--- src/rtl/bounce_draw.sv ---
// Animated single-rectangle renderer: a sprite over a flat background that steps once per frame
// and bounces off the active-area edges. Optional macro BOUNCE_DRAW_PALETTE_EN cycles its colour on each bounce.
module bounce_draw #(
    parameter int CORDW   = 10,
    parameter int CHW     = 4,
    parameter int H_RES   = 640,
    parameter int V_RES   = 480,
    parameter int RECT_W  = 32,
    parameter int RECT_H  = 24,
    parameter int SPEED_X = 2,
    parameter int SPEED_Y = 1,
    parameter int START_X = 300,
    parameter int START_Y = 200,
    parameter logic [3*CHW-1:0] RECT_COLOUR = 12'h63F,
    parameter logic [3*CHW-1:0] BG_COLOUR   = 12'h142
) (
    input  logic             pix_clk,
    input  logic             rst_pix,
    input  logic [CORDW-1:0] sx,
    input  logic [CORDW-1:0] sy,
    input  logic             de,
    input  logic             frame,
    input  logic             pause,
    output logic             out_de,
    output logic [CHW-1:0]   out_r,
    output logic [CHW-1:0]   out_g,
    output logic [CHW-1:0]   out_b,
    output logic [CORDW-1:0] rect_x,
    output logic [CORDW-1:0] rect_y,
    output logic             hit
);

    localparam int COLW = 3 * CHW;
    localparam logic [CORDW:0] X_LIM = (CORDW+1)'(H_RES - RECT_W);
    localparam logic [CORDW:0] Y_LIM = (CORDW+1)'(V_RES - RECT_H);
    localparam logic [CORDW:0] SPD_X = (CORDW+1)'(SPEED_X);
    localparam logic [CORDW:0] SPD_Y = (CORDW+1)'(SPEED_Y);
    localparam logic [CORDW:0] W_EXT = (CORDW+1)'(RECT_W);
    localparam logic [CORDW:0] H_EXT = (CORDW+1)'(RECT_H);

    typedef enum logic [1:0] {IDLE, UPD_X, UPD_Y} state_t;

    state_t           state_q, state_d;
    logic [CORDW-1:0] rect_x_q, rect_x_d, rect_y_q, rect_y_d;
    logic             mov_left_q, mov_left_d, mov_up_q, mov_up_d;
    logic             bounce_q, bounce_d, hit_q, hit_d;
    logic             inside1_q, inside1_d, de1_q;
    logic             out_de_q;
    logic [COLW-1:0]  colour_q, colour_d;
    logic [COLW-1:0]  rect_col;
    logic [CORDW:0]   x_ext, y_ext;

    assign x_ext = {1'b0, rect_x_q};
    assign y_ext = {1'b0, rect_y_q};

    always_comb begin
        state_d    = state_q;
        rect_x_d   = rect_x_q;
        rect_y_d   = rect_y_q;
        mov_left_d = mov_left_q;
        mov_up_d   = mov_up_q;
        bounce_d   = bounce_q;
        hit_d      = 1'b0;
        case (state_q)
            IDLE: begin
                bounce_d = 1'b0;
                if (frame && !pause) state_d = UPD_X;
            end
            UPD_X: begin
                state_d = UPD_Y;
                if (!mov_left_q) begin
                    if (x_ext + SPD_X >= X_LIM) begin
                        rect_x_d   = X_LIM[CORDW-1:0];
                        mov_left_d = 1'b1;
                        bounce_d   = 1'b1;
                    end else begin
                        rect_x_d = rect_x_q + SPD_X[CORDW-1:0];
                    end
                end else if (x_ext <= SPD_X) begin
                    rect_x_d   = '0;
                    mov_left_d = 1'b0;
                    bounce_d   = 1'b1;
                end else begin
                    rect_x_d = rect_x_q - SPD_X[CORDW-1:0];
                end
            end
            UPD_Y: begin
                state_d = IDLE;
                hit_d   = bounce_q;
                if (!mov_up_q) begin
                    if (y_ext + SPD_Y >= Y_LIM) begin
                        rect_y_d = Y_LIM[CORDW-1:0];
                        mov_up_d = 1'b1;
                        hit_d    = 1'b1;
                    end else begin
                        rect_y_d = rect_y_q + SPD_Y[CORDW-1:0];
                    end
                end else if (y_ext <= SPD_Y) begin
                    rect_y_d = '0;
                    mov_up_d = 1'b0;
                    hit_d    = 1'b1;
                end else begin
                    rect_y_d = rect_y_q - SPD_Y[CORDW-1:0];
                end
            end
            default: state_d = IDLE;
        endcase
    end

    always_comb begin
        inside1_d = ({1'b0, sx} >= x_ext) && ({1'b0, sx} < x_ext + W_EXT) &&
                    ({1'b0, sy} >= y_ext) && ({1'b0, sy} < y_ext + H_EXT);
        colour_d  = '0;
        if (de1_q) colour_d = inside1_q ? rect_col : BG_COLOUR;
    end

    // NOTE: every register here uses <= so all flops sample the same pre-edge values.
    always_ff @(posedge pix_clk) begin
        if (rst_pix) begin
            state_q    <= IDLE;
            rect_x_q   <= CORDW'(START_X);
            rect_y_q   <= CORDW'(START_Y);
            mov_left_q <= 1'b0;
            mov_up_q   <= 1'b0;
            bounce_q   <= 1'b0;
            hit_q      <= 1'b0;
            inside1_q  <= 1'b0;
            de1_q      <= 1'b0;
            out_de_q   <= 1'b0;
            colour_q   <= '0;
        end else begin
            state_q    <= state_d;
            rect_x_q   <= rect_x_d;
            rect_y_q   <= rect_y_d;
            mov_left_q <= mov_left_d;
            mov_up_q   <= mov_up_d;
            bounce_q   <= bounce_d;
            hit_q      <= hit_d;
            inside1_q  <= inside1_d;
            de1_q      <= de;
            out_de_q   <= de1_q;
            colour_q   <= colour_d;
        end
    end

`ifdef BOUNCE_DRAW_PALETTE_EN
    localparam logic [CHW-1:0] RC_R = RECT_COLOUR[COLW-1 -: CHW];
    localparam logic [CHW-1:0] RC_G = RECT_COLOUR[2*CHW-1 -: CHW];
    localparam logic [CHW-1:0] RC_B = RECT_COLOUR[CHW-1:0];

    logic [1:0] pal_idx_q, pal_idx_d;

    always_comb begin
        pal_idx_d = pal_idx_q + {1'b0, hit_q};
        case (pal_idx_q)
            2'd0:    rect_col = RECT_COLOUR;
            2'd1:    rect_col = {RC_G, RC_B, RC_R};
            2'd2:    rect_col = {RC_B, RC_R, RC_G};
            default: rect_col = ~RECT_COLOUR;
        endcase
    end

    always_ff @(posedge pix_clk) begin
        if (rst_pix) pal_idx_q <= '0;
        else         pal_idx_q <= pal_idx_d;
    end
`else
    assign rect_col = RECT_COLOUR;
`endif

    assign out_de = out_de_q;
    assign out_r  = colour_q[COLW-1 -: CHW];
    assign out_g  = colour_q[2*CHW-1 -: CHW];
    assign out_b  = colour_q[CHW-1:0];
    assign rect_x = rect_x_q;
    assign rect_y = rect_y_q;
    assign hit    = hit_q;

endmodule

--- config.mk ---
export PLATFORM = sky130hd
export DESIGN_NAME = bounce_draw
export DESIGN_NICKNAME = d
export VERILOG_FILES = /design/src/rtl/bounce_draw.sv
export SDC_FILE = /design/constraint.sdc
export NUM_CORES = 1
export LEC_CHECK = 0
export BUFFER_PORTS_ARGS = -buffer_cell sky130_fd_sc_hd__buf_2
export CORE_ASPECT_RATIO = 1.4
export CORE_UTILIZATION = 51
export DETAILED_ROUTE_END_ITERATION = 10
export MAX_ROUTING_LAYER = met4
export PLACE_DENSITY = 0.75
export SLEW_MARGIN = 20
export SYNTH_ARGS = -nofsm -noshare
export SYNTH_HDL_FRONTEND = slang
export SYNTH_SLANG_ARGS = --single-unit
--- constraint.sdc ---
create_clock -name pix_clk -period 2.2 [get_ports pix_clk]
set_input_delay 0.22 -clock pix_clk [delete_from_list [all_inputs] [get_ports pix_clk]]
set_output_delay 0.22 -clock pix_clk [all_outputs]
set_load 0.01 [all_outputs]
# Word level (Yosys, flattened, before mapping)
# Cells that the tools add are included.
# word_totals
register_bits,41
elab_cells,66
# op_classes
add_sub_neg,8
order_cmp,8
eq_ne,5
n_mux,22
bitwise,2
reduce_logical,10
# op_table
op,n
2-to-1 mux 10 bit,6
less-than comparator 10 x 11 -> 1 bit,2
greater-or-equal comparator 10 bit,2
2-to-1 mux 1 bit,12
"adder 10 x 1 -> 11 bit, second input constant",1
"adder 10 x 2 -> 11 bit, second input constant",1
"adder 10 x 5 -> 11 bit, second input constant",1
"adder 10 x 6 -> 11 bit, second input constant",1
"greater-or-equal comparator 11 x 10 -> 1 bit, second input constant",1
"greater-or-equal comparator 11 x 9 -> 1 bit, second input constant",1
2-to-1 mux 11 bit,1
"adder 10 x 1 -> 10 bit, second input constant",1
"adder 10 x 2 -> 10 bit, second input constant",1
"<= comparator 10 x 1 -> 1 bit, second input constant",1
"<= comparator 10 x 2 -> 1 bit, second input constant",1
"subtractor 10 x 1 -> 10 bit, second input constant",1
"subtractor 10 x 2 -> 10 bit, second input constant",1
"!= test 3 bit, second input constant",2
logical AND 1 bit,4
case mux 2 bit (2 select lines),1
OR reduction 2 bit,2
AND reduction 3 bit,1
"== test 2 x 1 -> 1 bit, second input constant",1
"== test 2 bit, second input constant",1
other kinds (7),8

# Longest topological paths before layout
# Gate-level depths: netlist (run 1).
# logic_depth
depth_word,5
depth_mapped,12
mapped_depth_nobuf,11

# Worst setup path after synthesis (run 1)
# No wires, ideal clock.
# synth_path
path_type,flip-flop to flip-flop
start,"reg rect_y_q[1], in the netlist rect_y[1]"
end,"reg rect_y_q[5], in the netlist rect_y[5]"
setup_time_ps,74
arrival_ps,2244
t_required_ps,2126
slack_ps,-118
path_stages_with_launch,8
path_buffers,0
synth_period_minus_slack_ps,2318
path_cell_list,dfxtp_1 -> ha_1 -> nand4_2 -> or3_1 -> a41o_1 -> o211a_1 -> or4_1 -> a31oi_1
# synth_via
elab_chain_cells,4
elab_cells_between_ends,8
cone_classes,add/sub (3); order compare (2); mux (3)
# synth_rtl
element,line,source
"start, declared",44,"logic [CORDW-1:0] rect_x_q, rect_x_d, rect_y_q, rect_y_d;"
"start signal, assigned",122,rect_y_q <= CORDW'(START_Y);
"start signal, assigned",134,rect_y_q <= rect_y_d;
adder 10 x 1 -> 11 bit,91,if (y_ext + SPD_Y >= Y_LIM) begin
greater-or-equal comparator 11 x 9 -> 1 bit,91,
2-to-1 mux 10 bit,91,
2-to-1 mux 10 bit *,90,if (!mov_up_q) begin
# Every way passes the cells marked *; elsewhere a longest branch is shown, timed or not.
# A chain may end at the register's enable or synchronous reset.

# Worst setup path in the final report (run 1)
# layout_path
start,"reg rect_y_q[1], in the netlist rect_y[1]"
end,"reg rect_y_q[0], in the netlist rect_y[0]"
# Same word-level chain as after synthesis.

==> results of run 1 <==
## final cells by class
class | instances | area share (%)
clock inverter | 2 | 0.905
inverter | 26 | 2.52
multi-input combinational | 314 | 57.7
timing repair buffer | 109 | 17.9
tap | 70 | 2.26
sequential | 31 | 16.6
clock buffer | 6 | 2.13
## sequential cells by signal, indices dropped and copies added, names as in the netlist
register and cells:
rect_y 10, rect_x 9, colour_q 3, state_q 2, bounce_q 1, de1_q 1, hit 1, inside1_q 1
mov_left_q 1, mov_up_q 1, out_de 1
## kinds of logic after synthesis
| group | count (synthesis) | synth area share [%] |
|---|---|---|
| other | 1 | 0.123 |
| buffers and inverters | 60 | 9.11 |
| XOR/XNOR | 15 | 4.31 |
| AO/OA/AOI/OAI | 115 | 25.1 |
| flip-flops | 31 | 20.3 |
| adder cells (fa/ha/maj) | 41 | 16.8 |
| AND/OR/NAND/NOR | 136 | 22.8 |
| multiplexers | 4 | 1.39 |
## report_power, final
group,switching [mW],internal (mW)
Combinational,0.217,0.190
Clock,0.230,0.366
Sequential,0.0369,0.583
Total,0.483,1.14
## final timing paths
kind                               start  cells after the start                     end
setup / recovery  rect_y[1]$_SDFFE_PP0N_                     10  rect_y[0]$_SDFFE_PP0N_
hold / removal                        de                      2        de1_q$_SDFF_PP0_
setup reg to reg  rect_y[1]$_SDFFE_PP0N_                     10  rect_y[0]$_SDFFE_PP0N_
hold reg to reg         de1_q$_SDFF_PP0_                      1       out_de$_SDFF_PP0_
## placed cells by master, fill, tap and decap left out, types with 6 or more instances in the layout
cell and n:
a21o_1 6, a21oi_1 17, a31oi_1 9, buf_2 54
buf_4 52, clkbuf_8 6, dfxtp_1 23, ha_1 38
inv_1 23, nand2_1 23, nand2b_1 6, nand3_1 10
nand4_1 9, nor2_1 27, nor2b_1 12, nor3_1 23
nor4_1 6, o21ai_0 33, o31ai_1 8, xnor2_1 14
## timing repair
item	4_1_cts	5_1_grt
pin swaps	0	5
hold buffers	0	0
setup buffers	0	2
resized for setup	2	30
setup endpoints to repair	1	17
## routing by layer
layer,GRT usage (%),wire (um),vias up
met2,52.3,4590,130
met1,29.4,3340,1566
met5,-,0,-
li1,-,-,1634
met3,3.66,362,36
met4,16.8,418,0
## per-stage QoR
stage,instances,util (%)
detailed placement,548,62.5
global placement,548,62.5
CTS,556,64.6
global route,558,66.5
finish,558,66.5
floorplan,405,-
## worst register-to-register path: stages, from the launching register on
cell	delay [ns]
dfxtp_4	0.37
buf_4	0.11
buf_6	0.11
and3_4	0.20
mux2i_2	0.24
a41o_1	0.20
o211a_1	0.23
buf_4	0.13
nor3_1	0.03
buf_4	0.17
a211o_1	0.25
==> results.md, run 1 <==
- By area the synthesized netlist is led by dfxtp_1 (20%), ha_1 (17%), o21ai_0 (5.7%).
- The sum of internal, switching and leakage power is about 1.6 mW.
- The fraction of post-synthesis cell area in the top cell type by area is 20.3%.
- The detail route stage leaves a number of antenna-violating nets equal to 0.
- The count of unresolved DRC violations after routing is 0.
- The sum of negative setup slack is 0 ns.
- The run finished with clean final reports.
- The number of antenna violations at the first check in global routing is 0.
- The final max-slew violation count came to 0.
- The starting utilization of the core area is 52.4%.
- The final antenna diode count is 0.
- The number of placed I/O pins is 59.
- The total number of yosys warnings is 0.
- Data on the critical path arrives at its endpoint at between 2 and 2.5 ns.
- Setup violations remaining at the end of the flow were counted as 0.
- After filler insertion, the fill cell instance count of the layout stands at approximately 500.
- The most numerous cell in the Yosys netlist is ha_1.
- The final number of hold-violating endpoints is 0.
- The total clock buffers created by CTS is 5.
- Final hold analysis gives a worst-case slack of between 0.1 and 0.15 ns.
- The area after detailed placement is approximately 0.0036 mm^2.
- The first global-routing pass estimated 13.8 mm of wire.
- The quantity of I/O buffers inserted on ports is between 50 and 60.
- The post-detailed-route wirelength per cell is about 16 um.
- The number of buffers between clock root and the deepest sink is 2.
- The area occupied by multi-input gates is roughly 0.0022 mm^2.
- Data on the critical path is required at its endpoint by ~2.4 ns.
- The global router's overall resource usage is a little under 30%.
- At the pin with the least slew margin, the transition time is 0.489 ns.
- The tool flagged a number of max-cap violations equal to 0.
- The top fanout value on the critical path is 5.
- The mean cell area of the mapped netlist is 7.57 um^2.
- Timing analysis after detailed placement gives a worst setup slack of -0.0323 ns.
- The number of global-route vias before repair is between 3000 and 4000.
- Dividing total power by cell area gives a power density of 419 mW/mm^2.
- The post-route clock skew is roughly 0.0043 ns.
- From bottom edge to top edge, the die measures 93.5 um.
- For the worst-skew pair, the clock arrives at the later sink with an insertion delay of around 0.29 ns.
- The share of post-route cells with drive strength above 1 is approximately 30%.
- The clock tree from TritonCTS is built.
- The number of nets in the finished design is approximately 550.
- The root buffer cell is clkbuf_8.
- The area used by sequential logic in the layout is between 600 and 700 um^2.
- The final weighted congestion of routability-driven global placement is 1.01.
- The worst min-delay path class is in -> reg.
- After routing the design area is 0.00387 mm^2.
- The worst setup path is of the reg -> reg kind.
- Clock-pin slew was measured on the worst setup and hold paths at 0.07 ns.
- The die covers between 0.006 and 0.007 mm^2.
- The time the worst path needs with I/O delays and setup is around 2.1 ns.
- The worst path uses between 90 and 100% of the clock period.
- The kind of cell with the highest combined delay along the critical path is compound AO/OA/AOI/OAI gates.
- After synthesis, flip-flops and latches occupy 20.3% of the total area.
- The number of flops mapped to enable cells by yosys is 0.
- Dividing the detail-routed via count by the number of cells gives 6.03.
- From synthesis to final layout, the design area changed by 26.9%.
- The upper clock frequency limit is about 0.47 GHz.
- Summed over all cells, the static leakage comes to roughly 1.8 nW.
- The remaining max-slew budget at the tightest pin is around two thirds.
- The synthesized design contains 31 register bits.
- The most used flip-flop cell after synthesis is dfxtp_1.
- The count of buffering cells on the critical path with inverters included is 4.
- The iteration-0 DRC count of the detailed router is 230.
- The H-tree generated during clock tree synthesis spans 2 levels.
- The cell with the most instances on the worst path is buf_4.
- The area of the core is around 0.0058 mm^2.
- Synthesis produced a netlist whose cell count is just over 400.
- The clock sink total is 31.
- The post-synth design cell area is roughly 0.003 mm^2.
- For this block, the via count after detailed routing is approximately 3400.
- The first TritonRoute pass finished after 4 iterations.
- STA classifies the critical path startpoint as a flip-flop.
- The signal on the critical path passes through buf_4 -> buf_6 -> and3_4 -> mux2i_2 -> a41o_1 -> o211a_1 -> buf_4 -> nor3_1 -> buf_4 -> a211o_1.
- Wires add up to 8.71 mm.
- The endpoint class of the critical path is a flip-flop.
- After synthesis, the netlist uses between 50 and 60 different library cells.
- dfxtp_1 takes more of the synthesized area than any other cell.
- Entering global routing, the biggest net connects 28 pins.
- The slowest stage of the critical path is the dfxtp_4 cell.
- For flop-to-flop paths, the worst setup slack is approximately 0.067 ns.
- Setup repair after global routing could not meet its margin everywhere.
- After global routing the overflow that remains totals 0.
- The worst setup margin is between 0.06 and 0.07 ns.
- The commonest cells after synthesis are ha_1 (41), o21ai_0 (35), dfxtp_1 (31).
- The maximum VDD drop is roughly 0.25 mV.
- The worst stage delay on the critical path is 0.37 ns.
- Detailed placement ended at an HPWL of approximately 6.7 mm.
- The share of async-settable or async-resettable flops after synthesis is 0%.
- The x dimension of the die is 67.4 um.
- The floorplan has 33 rows.
No activity file was read; power rests on OpenSTA's default activity.
==> run 2: changes to the inputs <==
--- a/config.mk
+++ b/config.mk
@@ -9,6 +9,7 @@
 export CORE_ASPECT_RATIO = 1.4
 export CORE_UTILIZATION = 51
 export DETAILED_ROUTE_END_ITERATION = 10
+export GPL_TIMING_DRIVEN = 0
 export MAX_ROUTING_LAYER = met4
 export PLACE_DENSITY = 0.75
 export SLEW_MARGIN = 20
==> run 2 against run 1 <==
Net effect: via count barely moved; sequential power fell by 3%; utilization rose by 2.3 points; non-clock buffer count did not move; hold slack improved by 0.0047 ns; global-route usage rose by 0.17 points; flip-flop and latch count did not move; largest cell class unchanged; largest power group unchanged.
==> results.md, run 2 (same netlist as run 1, synthesis figures left out) <==
- For this run, the top clock speed supported by timing is roughly 0.46 GHz.
- The overall routed net length is 8.98 mm.
- The quantity of I/O buffers inserted on ports is 53.
- For the pin with the worst max-slew slack, the measured transition is 0.536 ns.
- Setup violations remaining at the end of the flow were counted as 0.
- The global router's overall resource usage is just under 30%.
- Using the TritonRoute via totals, the vias-per-cell ratio works out to around 6.
- Compared with the post-synthesis result, the final layout area differs by 31.3%.
- In this run the vertical extent of the chip is 93.5 um.
- Summed over all cells, the static leakage comes to between 1.5 and 2 nW.
- In this run, flip-flops and latches consume between 30% and 40% of the power.
- The worst setup path is launched from a flip-flop.
- The type of the worst setup path is reg -> reg.
- Entering global routing, the biggest net connects 11 pins.
- The remaining max-slew budget at the tightest pin is 64.3%.
- In this run the worst hold path is classified as in -> reg.
- Setup repair after global routing could not meet its margin everywhere.
- The via count of the routed design is approximately 3400.
- The share of post-route cells with drive strength above 1 is 32.4%.
- Tracing the worst setup path back leads to its startpoint at rect_y[0]$_SDFFE_PP0N_.
- The number of antenna violations at the first check in global routing is 0.
- After floorplanning, the core was divided into 33 placement rows.
- Per report_power, the clock group accounts for a little over a third of the total.
- The arrival time at the worst endpoint is 2.37 ns.
- The clock latency at the later pin of the worst-skew pair is approximately 0.29 ns.
- The worst setup margin is 0.0403 ns.
- Across the VDD grid, the largest voltage drop is about 0.60 mV.
- The number of global-route vias before repair is roughly 3100.
- STA puts the critical path data required time at about 2.4 ns.
- Net switching is a little under a third of the power.
- The clock drives 31 sinks.
- The clock tree from TritonCTS is built.
- The flow ran to the end, and the final reports show no timing, DRC or antenna violations.
- The count of nets left with antenna violations once routing finished came out at 0.
- Once the floorplan was initialized, standard cells occupied between 50 and 60% of the core.
- The net switching power of the design is about 0.49 mW.
- The iteration-0 DRC count of the detailed router is 225.
- The combinational power share is about 27%.
- Across all register-to-register paths, the minimum setup slack is 0.04 ns.
- The top fanout value on the critical path is 5.
- Along the worst hold path, the cell count comes to 2.
- At the placement stage, the worst setup path has a slack of -0.614 ns.
- The number of buffers between clock root and the deepest sink is 2.
- The register with the most flip-flops in the layout has 10 of them.
- The number of nets in the finished design is ~550.
- Measured on the finished design, the core utilization comes to between 60% and 70%.
- Summed over all nets, the half-perimeter wirelength after detailed placement is ~6.4 mm.
- The tree is rooted in a clkbuf_8.
- Counting the fill cells in the layout gives slightly below 500.
- The global-route wire length before repair is ~14 mm.
- The die area is between 0.006 and 0.007 mm^2.
- The worst reg2reg path depth is 7.
- The final max-slew violation count is 0.
- Buffers inserted during clock tree synthesis total 5.
- The post-route fraction of the period consumed by the critical path is between 90% and 100%.
- In this run the number of H-tree levels came out at 2.
- The count of unresolved DRC violations after routing is 0.
- Following the worst setup path forward leads to its endpoint at rect_y[5]$_SDFFE_PP0N_.
- The power density relative to cell area is between 400 and 500 mW/mm^2.
- The final weighted congestion of routability-driven global placement is 0.936.
- The length of the first detailed-routing pass in iterations is 5.
- The startpoint identified for the worst register-to-register timing path is rect_y[0]$_SDFFE_PP0N_.
- Leaving out fill and tap cells, the most frequent cell in the layout is buf_2.
- The internal power of the cells totals approximately 1.1 mW.
- After detailed routing, the average wire length per cell comes to 16.1 um.
- The final number of hold-violating endpoints came to 0.
- The top cell types in the final layout, fill and taps aside, are buf_2 (57), ha_1 (38), buf_4 (36), o21ai_0 (29), nor2_1 (26).
- The time the worst path needs with I/O delays and setup is around 2.2 ns.
- The die is between 60 and 70 um wide.
- The worst register-to-register path ends at rect_y[5]$_SDFFE_PP0N_.
- For this design the top-level I/O count stands at around 60.
- Across the run, the number of max-cap violations was 0.
- The area of the core is 0.00582 mm^2.
- The number of antenna diodes in the final layout is 0.
- The clock-pin slew on the worst setup and hold paths is about 0.070 ns.
- STA classifies the critical path endpoint as a flip-flop.
- The total congestion overflow is 0.
- The clock arrives with approximately 0.0075 ns of skew.
-- run 2: cell types whose count changed in the layout (fill, tap and decap cells not counted), moves of 3 or more --
cell / before / now
dfxtp_2: 4 / 7
buf_2: 54 / 57
nor3_1: 23 / 19
o21ai_0: 33 / 29
nor4_1: 6 / 3
nor3_2: 1 / 4
buf_4: 52 / 36
dfxtp_1: 23 / 19
o21ai_1: 2 / 5
clkbuf_1: 0 / 6
-- run 2: worst min-delay path by stage --
| stage | start | endpoint | slack [ns] |
|---|---|---|---|
| finish | de | de1_q$_SDFF_PP0_ | 0.15 |
| global route | de | de1_q$_SDFF_PP0_ | 0.15 |
| CTS | de | de1_q$_SDFF_PP0_ | 0.15 |
| detailed placement | inside1_q$_SDFF_PP0_ | colour_q[8]$_SDFF_PP0_ | 0.41 |
| global placement | inside1_q$_SDFF_PP0_ | colour_q[8]$_SDFF_PP0_ | 0.40 |
| floorplan | de | de1_q$_SDFF_PP0_ | 0.35 |
-- run 2: stage by stage --
stage | power (mW) | cell area, um^2 | cells | setup TNS [ns] | hold slack [ns]
final | 1.64 | 4010 | 558 | 0 | 0.147
after global routing | 1.72 | 4010 | 558 | -0.129 | 0.149
after CTS | 1.60 | 3730 | 543 | -0.122 | 0.150
after detailed placement | 0.993 | 3420 | 528 | -3.70 | 0.406
after global placement | 0.985 | 3420 | 528 | -3.75 | 0.396
after floorplan | 0.875 | 3060 | 405 | -0.0530 | 0.348
-- run 2: timing repair --
item,in CTS,in global routing
cloned,0,0
resized for setup,45,53
hold buffers,0,0
buffers inserted,8,16
pin swaps,7,10
setup endpoints to repair,23,24
-- run 2: area by class of cell --
class	instances	area (um^2)	area share (%)
plain buffers	32	244	6.09
clock buffers	6	82.6	2.06
clock inverters	2	35.0	0.874
inverters	26	104	2.59
multi-input cells	314	2360	58.8
flip-flops and latches	31	648	16.2
well taps	70	87.6	2.19
repair buffers	77	449	11.2
-- run 2: power by group through the flow --
stage	clock (mW)	sequential [mW]	combinational [mW]
floorplan	0	0.620	0.255
global route	0.615	0.606	0.495
global placement	0	0.615	0.370
detailed placement	0	0.615	0.378
CTS	0.589	0.602	0.408
finish	0.585	0.603	0.449
-- run 2: worst max-delay path: stages, from the launching register on --
cell and delay, ns:
dfxtp_4 0.39, buf_6 0.12, inv_1 0.09, or3_4 0.41
a41o_1 0.23, o211a_1 0.22, or4_1 0.47, a31oi_1 0.16
-- run 2: metal layers --
layer  track usage, %  vias up  share of wire, %  wire length (um)
met5                -        -                 0                 0
li1                 -     1635                 -                 -
met3             4.15       40               4.9               436
met2             48.9      138                50              4510
met4             18.1        0               5.3               475
met1             32.1     1551                40              3560
